$ cat config.mk
export PLATFORM = sky130hd
export DESIGN_NAME = sat_counter
export DESIGN_NICKNAME = d
export VERILOG_FILES = /design/src/rtl/sat_counter.sv
export SDC_FILE = /design/constraint.sdc
export NUM_CORES = 1
export LEC_CHECK = 0
export BUFFER_PORTS_ARGS = -buffer_cell sky130_fd_sc_hd__buf_2
export CORE_ASPECT_RATIO = 0.7
export CORE_MARGIN = 1.5
export CORE_UTILIZATION = 30
export CTS_CLUSTER_DIAMETER = 60
export DETAILED_ROUTE_END_ITERATION = 8
export PLACE_DENSITY = 0.61
export SLEW_MARGIN = 10
export SYNTH_ARGS = -nofsm -noshare
export SYNTH_HDL_FRONTEND = slang
export SYNTH_SLANG_ARGS = --single-unit
$ cat constraint.sdc
create_clock -name clk_i -period 1.85 [get_ports clk_i]
set_clock_uncertainty 0.1 [all_clocks]
set_input_delay 0.555 -clock clk_i [delete_from_list [all_inputs] [get_ports clk_i]]
set_output_delay 0.555 -clock clk_i [all_outputs]
set_load 0.01 [all_outputs]
$ cat src/rtl/sat_counter.sv
// Saturating up-counter with synchronous clear; clear beats increment.
module sat_counter #(
  parameter int unsigned W = 16
) (
  input  logic         clk_i,
  input  logic         rst_i,
  input  logic         clr_i,
  input  logic         inc_i,
  output logic [W-1:0] cnt_o
);

  logic [W-1:0] cnt_q;
  logic [W-1:0] cnt_d;

  // Next count: hold at all-ones instead of wrapping.
  always_comb begin
    cnt_d = cnt_q;
    if (clr_i) begin
      cnt_d = '0;
    end else if (inc_i && !(&cnt_q)) begin
      cnt_d = cnt_q + W'(1);
    end
  end

  // Count register.
  always_ff @(posedge clk_i) begin
    if (rst_i) begin
      cnt_q <= '0;
    end else begin
      cnt_q <= cnt_d;
    end
  end

  assign cnt_o = cnt_q;

endmodule

# Yosys cells after proc, flatten, opt, wreduce, memory -nomap -nowiden
# Index checks and enable logic that the tools add are counted.
# classes
reduce_logical	4
add_sub_neg	1
# ops
operator	n
$add 16x1->16 const B	1
$reduce_and 16->1	1
$reduce_or 2->1	1
$logic_and 1x1->1	1
$logic_not 1->1	1
# totals
out_inout_bits	16
register_bits	16
input_bits	4
word_cells	6

# Depth between registers and ports, before layout
# logic_depth
ltp_word	3
ltp_mapped	6
ltp_nobuf	5

# Worst setup path before layout
# Ideal clock, no wire load.
# synth_path
path_type	input port to flip-flop
startpoint	input port inc_i
endpoint	register cnt_q[15] (netlist: cnt_o[15])
setup_time_ps	71
stages	5
path_buffers	1
setup_slack_ps	-65
arrival_ps	1745
path_cell_list	clkbuf_1 > and3_1 > nand4_2 > or4_1 > a21oi_1
# synth_via
elab_chain_cells	1
# synth_rtl
item	line_no	source
start: declaration	8	input logic inc_i,
$logic_and 1x1->1	20	end else if (inc_i && !(&cnt_q)) begin
end signal: assignment	30	cnt_q <= cnt_d;
end: declaration	12	logic [W-1:0] cnt_q;
# Every way passes these cells.
# A chain may end at the register's enable or synchronous reset.

# Final worst setup path
# layout_path
startpoint	register cnt_q[0] (netlist: cnt_o[0])
endpoint	register cnt_q[15] (netlist: cnt_o[15])
# layout_via
elab_chain_cells	3
elab_cells_between_ends	4
classes_between	1 x add/sub; 3 x reduce/logical
# layout_rtl
item
parallel branches: the longest is 3 deep, another holds $add 16x1->16
# Several ways; the timed one is not identified.

==> results.md <==
- M2 GR Usage: between 20% and 30%
- Core Rows: 16
- First-pass GRT wire length: 4761 um
- Area Overhead vs Synth: 32.75%
- CP arrival: 1820 ps
- Fillers: approximately 320
- Buffers on Ports: 19
- # clock sinks: 16
- Worst-Skew Late Latency: roughly 260 ps
- Yosys warns: 0
- Max-cap violations: 0
- Drt first pass iters: 4
- Clock tree root driver cell: clkbuf_8
- Slew HR: 68.22%
- Met1 Use GR: 24.00%
- P_int: 0.5598 mW
- Residual DRC count: 0
- Drt total wl: 2679 um
- Vias: about 1000
- FMAX: 578.4 MHz
- Register clock-pin slew on the reported worst setup and hold paths: around 70 ps
- Sw frac: 22.20%
- Initial DRC count: 64
- H-tree depth: 1
- CP startpoint kind: flip-flop
- Clock Path Buffers: 2
- Synth Instances: 110
- Final Cell Area: approximately 1200 um2
- Reg-to-reg startpoint: cnt_o[0]
- Vias in the first global route: 984
- Dpl ws: -72.39 ps
- Sequential share of the synthesized area: 34.64%
- Post-synthesis net count: 115
- Power share of the clock group: 44.5%
- Synth area leader: dfxtp_1
- Grt ovf: 0
- Post-DR vias/cell: between 5 and 6
- Reg area: 320.3 um2
- Post-Place Cell Area: 1167 um2
- Comb pwr share: 6.9%
- Status: finished, final reports clean
- Cts bufs inserted: 3
- Tcrit/Tclk final: between 90 and 100%
- Register bit total from synthesis: 16
- Slew Limit Fails: 0
- Worst Min Path Start: cnt_o[11]
- Main synth FF type: dfxtp_1
- Max FFs per register: 16
- Hpwl dp: 1966 um
- RSZ-0062 raised after global routing: no
- Sw Pwr: about 0.16 mW
- Post-synth top cells: dfxtp_1 (16), a21oi_1 (9), nand3_1 (9), nand4_1 (7), nand2_1 (6)
- Synth cell types: 32
- Final setup margin: 121.0 ps
- Synthesized cell area: 924.6 um2
- Peak VDD IR: 0.0004776 V
- Post-route ant nets: 0
- Pin count of the biggest net entering global routing: 13
- I/O pin total: 20
- DIE AREA: 3430 um2
- Placer Congestion: approximately 0.80
- Total core area: 2863 um2
- Worst slew pin tran: 475.0 ps
- CTS tree: yes
- Synth top area share: 34.64%
- GRT Overall Usage: approximately 18%
- Hold-fix buffers at CTS: 0
- Initial core utilization: 32.30%
- Crit path kind: flip-flop to flip-flop
- Tmin final: approximately 1700 ps
- Mapped Avg Cell Area: 8.406 um2
- Share of cells above drive strength 1: 33.56%
- Setup violators final: 0
- CP required: 1940 ps
- Total Nets Final: approximately 150
- Post-synth EDFFs: 0
- Worst-path fanout max: 10
- Grt peak-use layer: met2
- Multi-input gate area: 554.3 um2
- CP Capture Type: flip-flop
- P per Cell Area: a little under 600 nW/um2
- Grt met3 use: just under 6%
- Leakage Power: 0.4993 nW
- Part of the power in registers: 48.7%
- Wirelength per Cell: 14.72 um
- # diodes: 0
- Worst hold path class: flip-flop to flip-flop
- Die Span Y: 49.45 um
- Crit. Startpoint: cnt_o[0]
- Fin. Hold Viols: 0
- Most common cell in the netlist: dfxtp_1
- FFs w/ async S/R, synth: 0%
- Die Span X: 69.36 um
- Top cells by area, synth: dfxtp_1 (35%), a21oi_1 (4.9%), nand3_1 (4.9%)
- Initial antenna violation count: 0
-- power by group through the flow --
stage / clock [mW] / combinational [mW] / sequential (mW)
floorplan: 0 / 0.0197 / 0.362
global placement: 0 / 0.0484 / 0.358
detailed placement: 0 / 0.0487 / 0.358
CTS: 0.325 / 0.0491 / 0.350
global route: 0.343 / 0.0543 / 0.350
finish: 0.320 / 0.0495 / 0.350
-- worst max-delay path, cell delays in order, from the launching register on --
cell,delay (ps)
dfxtp_1,320
ha_2,200
and2_1,170
and4_4,230
or4_1,500
a21oi_1,150
-- repair_timing --
item,4_1_cts,5_1_grt
setup buffers,0,0
gates resized for setup,0,3
setup endpoints to repair,0,3
-- logic make-up (layout without fill, tap and decap cells) --
| family | after synthesis | count (layout) | share of synthesized area (%) |
|---|---|---|---|
| buffers and inverters | 9 | 45 | 6.224 |
| AOI/OAI and AO/OA | 29 | 29 | 20.30 |
| DFF | 16 | 16 | 34.64 |
| adders and majority gates | 1 | 1 | 1.353 |
| muxes | 2 | 2 | 2.165 |
| and+or+nand+nor | 53 | 53 | 35.32 |
-- layer usage --
layer / wire [um] / vias to the layer above
li1: - / 510
met1: 1322 / 497
met2: 1160 / 28
met3: 164 / 5
met4: 31 / 0
met5: 0 / -
-- final timing paths --
check        cells past startpoint         to  slack [ps]
min reg2reg                      2  cnt_o[11]         420
min                              2  cnt_o[11]         420
max                              5  cnt_o[15]         120
max reg2reg                      5  cnt_o[15]         120
-- metrics by stage --
step / total power, mW / utilization, % / cells / hold WS (ps) / setup TNS, ps
after global routing: 0.7478 / 42.88 / 182 / 468.7 / 0
final: 0.7196 / 42.88 / 182 / 421.7 / 0
after detailed placement: 0.4067 / 40.78 / 178 / 412.5 / -72.39
after floorplan: 0.3815 / - / 110 / 416.3 / 0
after CTS: 0.7246 / 42.70 / 182 / 425.5 / 0
after global placement: 0.4061 / 40.78 / 178 / 400.3 / 0
-- final cells by class --
type | count | share of cell area [%]
Clock buffer | 4 | 4.485
Inverter | 2 | 0.6116
Multi-Input combinational cell | 85 | 45.16
Sequential cell | 16 | 26.10
Tap cell | 36 | 3.670
Timing Repair Buffer | 39 | 19.98
-- layout by cell type (no fill, tap or decap) --
cell,n
and3_4,1
or2_2,1
or4bb_1,1
o21bai_1,1
buf_4,20
ha_2,1
and4_1,4
or4b_2,1
clkbuf_8,4
inv_1,2
and3_1,3
or3_1,2
nand4_1,7
dfxtp_1,16
o311ai_1,1
nand2b_1,2
nand2_1,6
a41oi_1,2
nand4_2,1
nor2_1,5
a21oi_1,9
and4_4,1
or4_1,5
buf_2,19
nand3_1,9
mux2i_1,2
o31ai_1,5
o21ai_0,4
nor3_1,2
a31oi_1,4
and2_1,2
o221ai_1,2
o41ai_1,1
Power figures use the tool's default switching activity.
